===== config.mk =====
export PLATFORM = sky130hd
export DESIGN_NAME = instr_fetch_seq
export DESIGN_NICKNAME = d
export VERILOG_FILES = /design/src/rtl/instr_fetch_seq_pkg.sv /design/src/rtl/instr_fetch_seq_branch_lut.sv /design/src/rtl/instr_fetch_seq.sv
export SDC_FILE = /design/constraint.sdc
export NUM_CORES = 1
export LEC_CHECK = 0
export ABC_CLOCK_PERIOD_IN_PS = 2270
export BUFFER_PORTS_ARGS = -buffer_cell sky130_fd_sc_hd__buf_2
export CELL_PAD_IN_SITES_DETAIL_PLACEMENT = 0
export CELL_PAD_IN_SITES_GLOBAL_PLACEMENT = 1
export CORE_ASPECT_RATIO = 0.7
export CORE_MARGIN = 2
export CORE_UTILIZATION = 40
export CTS_BUF_LIST = sky130_fd_sc_hd__clkbuf_8
export CTS_CLUSTER_DIAMETER = 120
export DETAILED_ROUTE_END_ITERATION = 16
export GPL_TIMING_DRIVEN = 1
export MAX_ROUTING_LAYER = met4
export PLACE_DENSITY = 0.9
export SYNTH_ARGS = -nofsm -noshare
export SYNTH_HDL_FRONTEND = slang
export SYNTH_SLANG_ARGS = --single-unit

===== constraint.sdc =====
create_clock -name Clk -period 2.27 [get_ports Clk]
set_input_delay 0.1135 -clock Clk [delete_from_list [all_inputs] [get_ports Clk]]
set_output_delay 0.1135 -clock Clk [all_outputs]
set_load 0.02 [all_outputs]

===== src/rtl/instr_fetch_seq_pkg.sv =====
// Shared definitions for the instruction fetch sequencer.
//   fetch_state_t : sequencer state (idle, running a program, halted)
//   *_DEF         : default widths used by the sequencer and its branch LUT
package instr_fetch_seq_pkg;

  typedef enum logic [1:0] {
    S_IDLE   = 2'd0,
    S_RUN    = 2'd1,
    S_HALTED = 2'd2
  } fetch_state_t;

  localparam int PC_W_DEF      = 10;
  localparam int LUT_IDX_W_DEF = 5;
  localparam int CNT_W_DEF     = 16;

endpackage


===== src/rtl/instr_fetch_seq_branch_lut.sv =====
// Branch-target lookup: maps the immediate index of a B/BTRU instruction
// to an absolute program counter. Purely combinational ROM whose contents
// are fixed at elaboration through LUT_INIT (entry i at bits [i*PC_W +: PC_W]).
//   idx_i    : LUT index from the current instruction
//   target_o : branch target PC
module instr_fetch_seq_branch_lut
  import instr_fetch_seq_pkg::*;
#(
  parameter int PC_W      = PC_W_DEF,
  parameter int LUT_IDX_W = LUT_IDX_W_DEF,
  parameter logic [(2**LUT_IDX_W)*PC_W-1:0] LUT_INIT = '0
) (
  input  logic [LUT_IDX_W-1:0] idx_i,
  output logic [PC_W-1:0]      target_o
);

  localparam int DEPTH = 2**LUT_IDX_W;

  logic [PC_W-1:0] lut_mem [DEPTH];

  for (genvar gi = 0; gi < DEPTH; gi++) begin : g_entry
    assign lut_mem[gi] = LUT_INIT[gi*PC_W +: PC_W];
  end

  assign target_o = lut_mem[idx_i];

endmodule


===== src/rtl/instr_fetch_seq.sv =====
// Program-counter sequencer feeding the instruction ROM. Launches a program
// on Start, advances/branches the PC from Control's decode of the current
// word, stops on Halt or when the PC runs off the end of the ROM, and counts
// executed cycles (saturating).
//   Clk, Reset          : clock, synchronous active-high reset
//   Start               : launch program from idle or halted
//   Halt/Branch/Taken   : Control decode of the word at Prog_Ctr (used in RUN only)
//   Target_Idx          : branch LUT index of the current word
//   Prog_Ctr            : registered ROM address
//   Run / Done          : state is RUN / HALTED
//   Fault               : sticky, PC reached the last ROM word without branching/halting
//   Cycle_Cnt           : executed cycles of the last/current run, saturating
module instr_fetch_seq
  import instr_fetch_seq_pkg::*;
#(
  parameter int              PC_W       = PC_W_DEF,
  parameter int              LUT_IDX_W  = LUT_IDX_W_DEF,
  parameter int              CNT_W      = CNT_W_DEF,
  parameter logic [PC_W-1:0] START_ADDR = '0,
  parameter logic [(2**LUT_IDX_W)*PC_W-1:0] LUT_INIT = '0
) (
  input  logic                 Clk,
  input  logic                 Reset,
  input  logic                 Start,
  input  logic                 Halt,
  input  logic                 Branch,
  input  logic                 Taken,
  input  logic [LUT_IDX_W-1:0] Target_Idx,
  output logic [PC_W-1:0]      Prog_Ctr,
  output logic                 Run,
  output logic                 Done,
  output logic                 Fault,
  output logic [CNT_W-1:0]     Cycle_Cnt
);

  fetch_state_t     state_q, state_d;
  logic [PC_W-1:0]  pc_q, pc_d;
  logic [CNT_W-1:0] cnt_q, cnt_d;
  logic             fault_q, fault_d;
  logic [PC_W-1:0]  branch_target;

  instr_fetch_seq_branch_lut #(
    .PC_W      (PC_W),
    .LUT_IDX_W (LUT_IDX_W),
    .LUT_INIT  (LUT_INIT)
  ) u_branch_lut (
    .idx_i    (Target_Idx),
    .target_o (branch_target)
  );

  always_comb begin
    state_d = state_q;
    pc_d    = pc_q;
    cnt_d   = cnt_q;
    fault_d = fault_q;
    unique case (state_q)
      S_IDLE, S_HALTED: begin
        if (Start) begin
          state_d = S_RUN;
          pc_d    = START_ADDR;
          cnt_d   = '0;
          fault_d = 1'b0;
        end
      end
      S_RUN: begin
        // Counts every RUN cycle, including the one that halts.
        if (cnt_q != '1) cnt_d = cnt_q + CNT_W'(1);
        if (Halt) begin
          // PC stays on the HALT word.
          state_d = S_HALTED;
        end else if (Branch && Taken) begin
          pc_d = branch_target;
        end else if (pc_q == '1) begin
          // Last ROM word with no jump: stop rather than wrap to 0.
          state_d = S_HALTED;
          fault_d = 1'b1;
        end else begin
          pc_d = pc_q + PC_W'(1);
        end
      end
      default: state_d = S_IDLE;
    endcase
  end

  always_ff @(posedge Clk) begin
    if (Reset) begin
      state_q <= S_IDLE;
      pc_q    <= '0;
      cnt_q   <= '0;
      fault_q <= 1'b0;
    end else begin
      state_q <= state_d;
      pc_q    <= pc_d;
      cnt_q   <= cnt_d;
      fault_q <= fault_d;
    end
  end

  assign Prog_Ctr  = pc_q;
  assign Run       = (state_q == S_RUN);
  assign Done      = (state_q == S_HALTED);
  assign Fault     = fault_q;
  assign Cycle_Cnt = cnt_q;

endmodule


==> impl_results.rst <==
.. list-table::
   :header-rows: 1

   * - Metric
     - Value
   * - Row Count
     - 18
   * - Worst EP arrival
     - 2.30 ns
   * - Wire length of the first global-routing pass
     - 6.361 mm
   * - Number of warning messages in the yosys log
     - 0
   * - Combinational fraction of design power
     - 8.8%
   * - Sequential-to-total area share from yosys stat
     - 37.21%
   * - Insertion delay of the later-clocked pin in the worst-skew pair
     - 0.29 ns
   * - Share of async-settable or async-resettable flops after synthesis
     - 0%
   * - Maximum fanout count along the critical path
     - 7
   * - Kind of critical path
     - flop to flop
   * - Worst path depth
     - 6
   * - Clock sinks
     - 29
   * - Power per Cell Area
     - 591.9 nW/um^2
   * - Sequential share of power
     - 45.5%
   * - Worst Path Required
     - 2.49 ns
   * - Last weighted congestion value of the routability-driven placer
     - 0.8318
   * - Die area
     - 4424 um^2
   * - Clock tree from TritonCTS
     - built
   * - I/O Pins
     - 40
   * - Clk_skew
     - 0.006426 ns
   * - Buffer cell driving the clock tree root
     - sky130_fd_sc_hd__clkbuf_8
   * - Library cell occupying the most area in the post-synthesis netlist
     - sky130_fd_sc_hd__dfxtp_1
   * - Post-cts sizing count
     - 0
   * - Number of global-route vias before repair
     - 1351
   * - Initial core utilization
     - 43.03%
   * - Net count of the mapped netlist
     - 199
   * - CP peak stage delay
     - 0.59 ns
   * - Post-Syn Area per Cell
     - 8.388 um^2
   * - Placed wire-length estimate
     - 2.800 mm
   * - Total number of vias
     - 1553
   * - Source of the worst hold timing path
     - Start
   * - Internal Power
     - 0.0008677 W
   * - Post-synthesis register bit count
     - 29
   * - CTS Buffer Depth
     - 2
   * - Endpoint of the worst register-to-register path
     - Cycle_Cnt[9]$_SDFFE_PP0P_
   * - Antenna violations before repair
     - 0
   * - DR DRC count
     - 0
   * - Total Routing Usage GR
     - 18.87%
   * - Floorplan die width
     - 78.65 um
   * - Share of cells above drive strength 1
     - 27.51%
   * - Worst path setup slack after routing
     - 0.1875 ns
   * - Most common library cell in the layout ignoring fill and taps
     - sky130_fd_sc_hd__buf_2
   * - Kind of end point of the critical path
     - flop
   * - Total core area
     - 3626 um^2
   * - Cell-by-cell trace of the critical path
     - ha_1 -> nand4_2 -> or4_1 -> o22ai_2 -> o21ai_0 -> o21ai_0
   * - NetSw
     - 0.0002698 W
   * - Post-synth EDFFs
     - 0
   * - Part of the power in the clock network
     - 45.7%
   * - Worst Reg-to-Reg Cells
     - 6
   * - Final Net Count
     - 242
   * - Routed length per instance
     - 13.92 um
   * - Peak supply drop
     - 0.3039 mV
   * - Final count of negative-setup-slack endpoints
     - 0
   * - Max_cap viols
     - 0
   * - Global route total overflow
     - 0
   * - Routed wire length
     - 3.884 mm
   * - Count of input and output buffers
     - 34
   * - Syn Std Cell Area
     - 1560 um^2
   * - Master of the slowest instance on the critical path
     - sky130_fd_sc_hd__or4_1
   * - CP Buf/Inv Count
     - 0
   * - Worst min-delay path endpoint
     - state_q[1]$_SDFFE_PP0P_
   * - Worst path most repeated cell
     - sky130_fd_sc_hd__o21ai_0
   * - Largest delay share family, worst path
     - simple AND/OR/NAND/NOR gates
   * - Final hold viol count
     - 0
   * - Achievable frequency
     - 480.2 MHz
   * - Number of library cell types mapped by synthesis
     - 50
   * - Initial DRT Pass Iterations
     - 4
   * - H-tree lvl count
     - 2
   * - Top area cells in the synthesized netlist
     - sky130_fd_sc_hd__dfxtp_1, sky130_fd_sc_hd__nand2_1, sky130_fd_sc_hd__nor2_1, sky130_fd_sc_hd__a21oi_1, sky130_fd_sc_hd__xor2_1
   * - Most used flip-flop cell after synthesis
     - sky130_fd_sc_hd__dfxtp_1
   * - Die height
     - 56.26 um
   * - Total negative slack for setup checks
     - 0 ns
   * - Most frequent cells in the layout
     - sky130_fd_sc_hd__buf_2, sky130_fd_sc_hd__dfxtp_1, sky130_fd_sc_hd__nand2_1
   * - Antenna Nets Post-Route
     - 0
   * - Ratio of final minimum period to clock period
     - 91.74%
   * - Run status
     - finished clean
   * - CTS clk-pin slew, worst paths
     - 0.07 ns
   * - Standby leakage power
     - 0.8092 nW
   * - Path class of the lowest-slack min-delay path
     - input pin to flop
   * - Area share of the leading cell type in the synthesized netlist
     - 37.21%
   * - Count of hold buffers inserted by post-cts repair
     - 0
   * - Post-Place Setup Slack
     - 0.2177 ns
   * - Worst Tran Pin Value
     - 0.6532 ns
   * - Layout overhead on the synthesized area
     - 23.18%
   * - Fill cell count
     - 366
   * - Buffers inserted during post-CTS setup optimization
     - 0
   * - Maximum number of pins on one net before global-route repair
     - 18
   * - Initial detailed-routing violation count
     - 73
   * - Tmin final
     - 2.083 ns
   * - Diode insertion count for antenna repair
     - 0
   * - Worst-case headroom to the max-slew limit
     - 56.45%
   * - Category of the worst setup path launch point
     - flop
   * - Mean number of vias per cell
     - 5.566
   * - Cell count of the worst hold path
     - 3
   * - R2R Setup Slk
     - 0.19 ns
   * - Max-slew violations
     - 0
   * - Cts bufs inserted
     - 5
   * - Worst reg2reg path startpoint
     - Cycle_Cnt[1]$_SDFFE_PP0P_
   * - Number of instances in the synthesized netlist
     - 186
   * - Unrepaired setup endpoints after global routing
     - no
   * - Net switching share of the total power
     - 23.72%
   * - Final worst hold slack
     - 0.1404 ns
## cell type report
| type | count | area (um^2) | share of cell area (%) |
|---|---|---|---|
| multi-input combinational | 145 | 918.4 | 47.79 |
| timing repair buffer | 43 | 237.7 | 12.37 |
| sequential | 29 | 580.6 | 30.21 |
| inverter | 5 | 18.77 | 0.9766 |
| clock buffer | 5 | 68.82 | 3.581 |
| clock inverter | 2 | 35.03 | 1.823 |
| tap | 50 | 62.56 | 3.255 |
## worst min-delay path, cell delays in order
cell and delay (ns):
sky130_fd_sc_hd__buf_2 0.09, sky130_fd_sc_hd__nand2b_1 0.11, sky130_fd_sc_hd__a21oi_1 0.07
## registers in the layout (all words and copies together), names as in the netlist
register and count:
Prog_Ctr 10, state_q 2, Cycle_Cnt 16, Fault 1
## per-layer routing
layer	track usage (%)	share of wire, %	up-vias
met2	23.93	39	40
li1	-	-	764
met3	4.662	5.1	8
met4	7.519	1.5	0
met5	-	0	-
met1	27.99	54	741
## metrics by stage
| stage | instance area, um^2 | total power [W] | util, % | instances |
|---|---|---|---|---|
| 6_report | 1922 | 0.001137 | 53.00 | 279 |
| 3_5_place_dp | 1818 | 0.0006281 | 50.14 | 272 |
| 3_3_place_gp | 1818 | 0.0006280 | 50.14 | 272 |
| 4_1_cts | 1922 | 0.001145 | 53.00 | 279 |
| 5_1_grt | 1922 | 0.001182 | 53.00 | 279 |
| 2_1_floorplan | 1560 | 0.0005946 | - | 186 |
## cells in the mapped netlist, types with 2 or more instances
| master | count |
|---|---|
| sky130_fd_sc_hd__o21ai_0 | 8 |
| sky130_fd_sc_hd__o21ai_1 | 2 |
| sky130_fd_sc_hd__nor2_1 | 20 |
| sky130_fd_sc_hd__dfxtp_1 | 29 |
| sky130_fd_sc_hd__a311oi_1 | 2 |
| sky130_fd_sc_hd__nand2_1 | 23 |
| sky130_fd_sc_hd__nand4_1 | 3 |
| sky130_fd_sc_hd__a31oi_1 | 4 |
| sky130_fd_sc_hd__nand3_1 | 10 |
| sky130_fd_sc_hd__o211ai_2 | 4 |
| sky130_fd_sc_hd__nand2b_1 | 5 |
| sky130_fd_sc_hd__xor2_1 | 7 |
| sky130_fd_sc_hd__clkbuf_1 | 3 |
| sky130_fd_sc_hd__buf_6 | 2 |
| sky130_fd_sc_hd__and2_1 | 2 |
| sky130_fd_sc_hd__inv_1 | 4 |
| sky130_fd_sc_hd__nor3_1 | 2 |
| sky130_fd_sc_hd__a41oi_1 | 2 |
| sky130_fd_sc_hd__o31ai_1 | 2 |
| sky130_fd_sc_hd__and3_1 | 4 |
| sky130_fd_sc_hd__a21oi_1 | 14 |
| sky130_fd_sc_hd__xnor2_1 | 3 |
| sky130_fd_sc_hd__or3_1 | 2 |
| sky130_fd_sc_hd__a22o_1 | 2 |
| sky130_fd_sc_hd__ha_1 | 2 |
## worst max path at each step
stage,startpoint,endpoint,slack (ns)
floorplan,Cycle_Cnt[0]$_SDFFE_PP0P_,Cycle_Cnt[15]$_SDFFE_PP0P_,0.29
global placement,Cycle_Cnt[1]$_SDFFE_PP0P_,Cycle_Cnt[9]$_SDFFE_PP0P_,0.28
detailed placement,Cycle_Cnt[1]$_SDFFE_PP0P_,Cycle_Cnt[9]$_SDFFE_PP0P_,0.22
CTS,Cycle_Cnt[1]$_SDFFE_PP0P_,Cycle_Cnt[9]$_SDFFE_PP0P_,0.21
global route,Cycle_Cnt[1]$_SDFFE_PP0P_,Cycle_Cnt[7]$_SDFFE_PP0P_,0.04
finish,Cycle_Cnt[1]$_SDFFE_PP0P_,Cycle_Cnt[9]$_SDFFE_PP0P_,0.19
## kinds of logic (layout without fill, tap and decap cells)
logic type,Yosys count,in the layout,share of synthesized area [%]
DFF,29,29,37.21
and+or+nand+nor,82,82,27.67
buffers and inverters,12,55,3.928
adders and majority gates,2,2,1.604
AOI/OAI and AO/OA,51,51,23.98
xor gates and xnor gates,10,10,5.614
## power groups by stage
stage / combinational (W) / sequential, W / clock, W
3_3_place_gp: 0.0000995 / 0.000528 / 0
5_1_grt: 0.000110 / 0.000518 / 0.000554
4_1_cts: 0.0000997 / 0.000517 / 0.000528
6_report: 0.000100 / 0.000517 / 0.000520
3_5_place_dp: 0.0000995 / 0.000529 / 0
2_1_floorplan: 0.0000629 / 0.000532 / 0
Note: power is estimated with default switching activity, not from simulation.
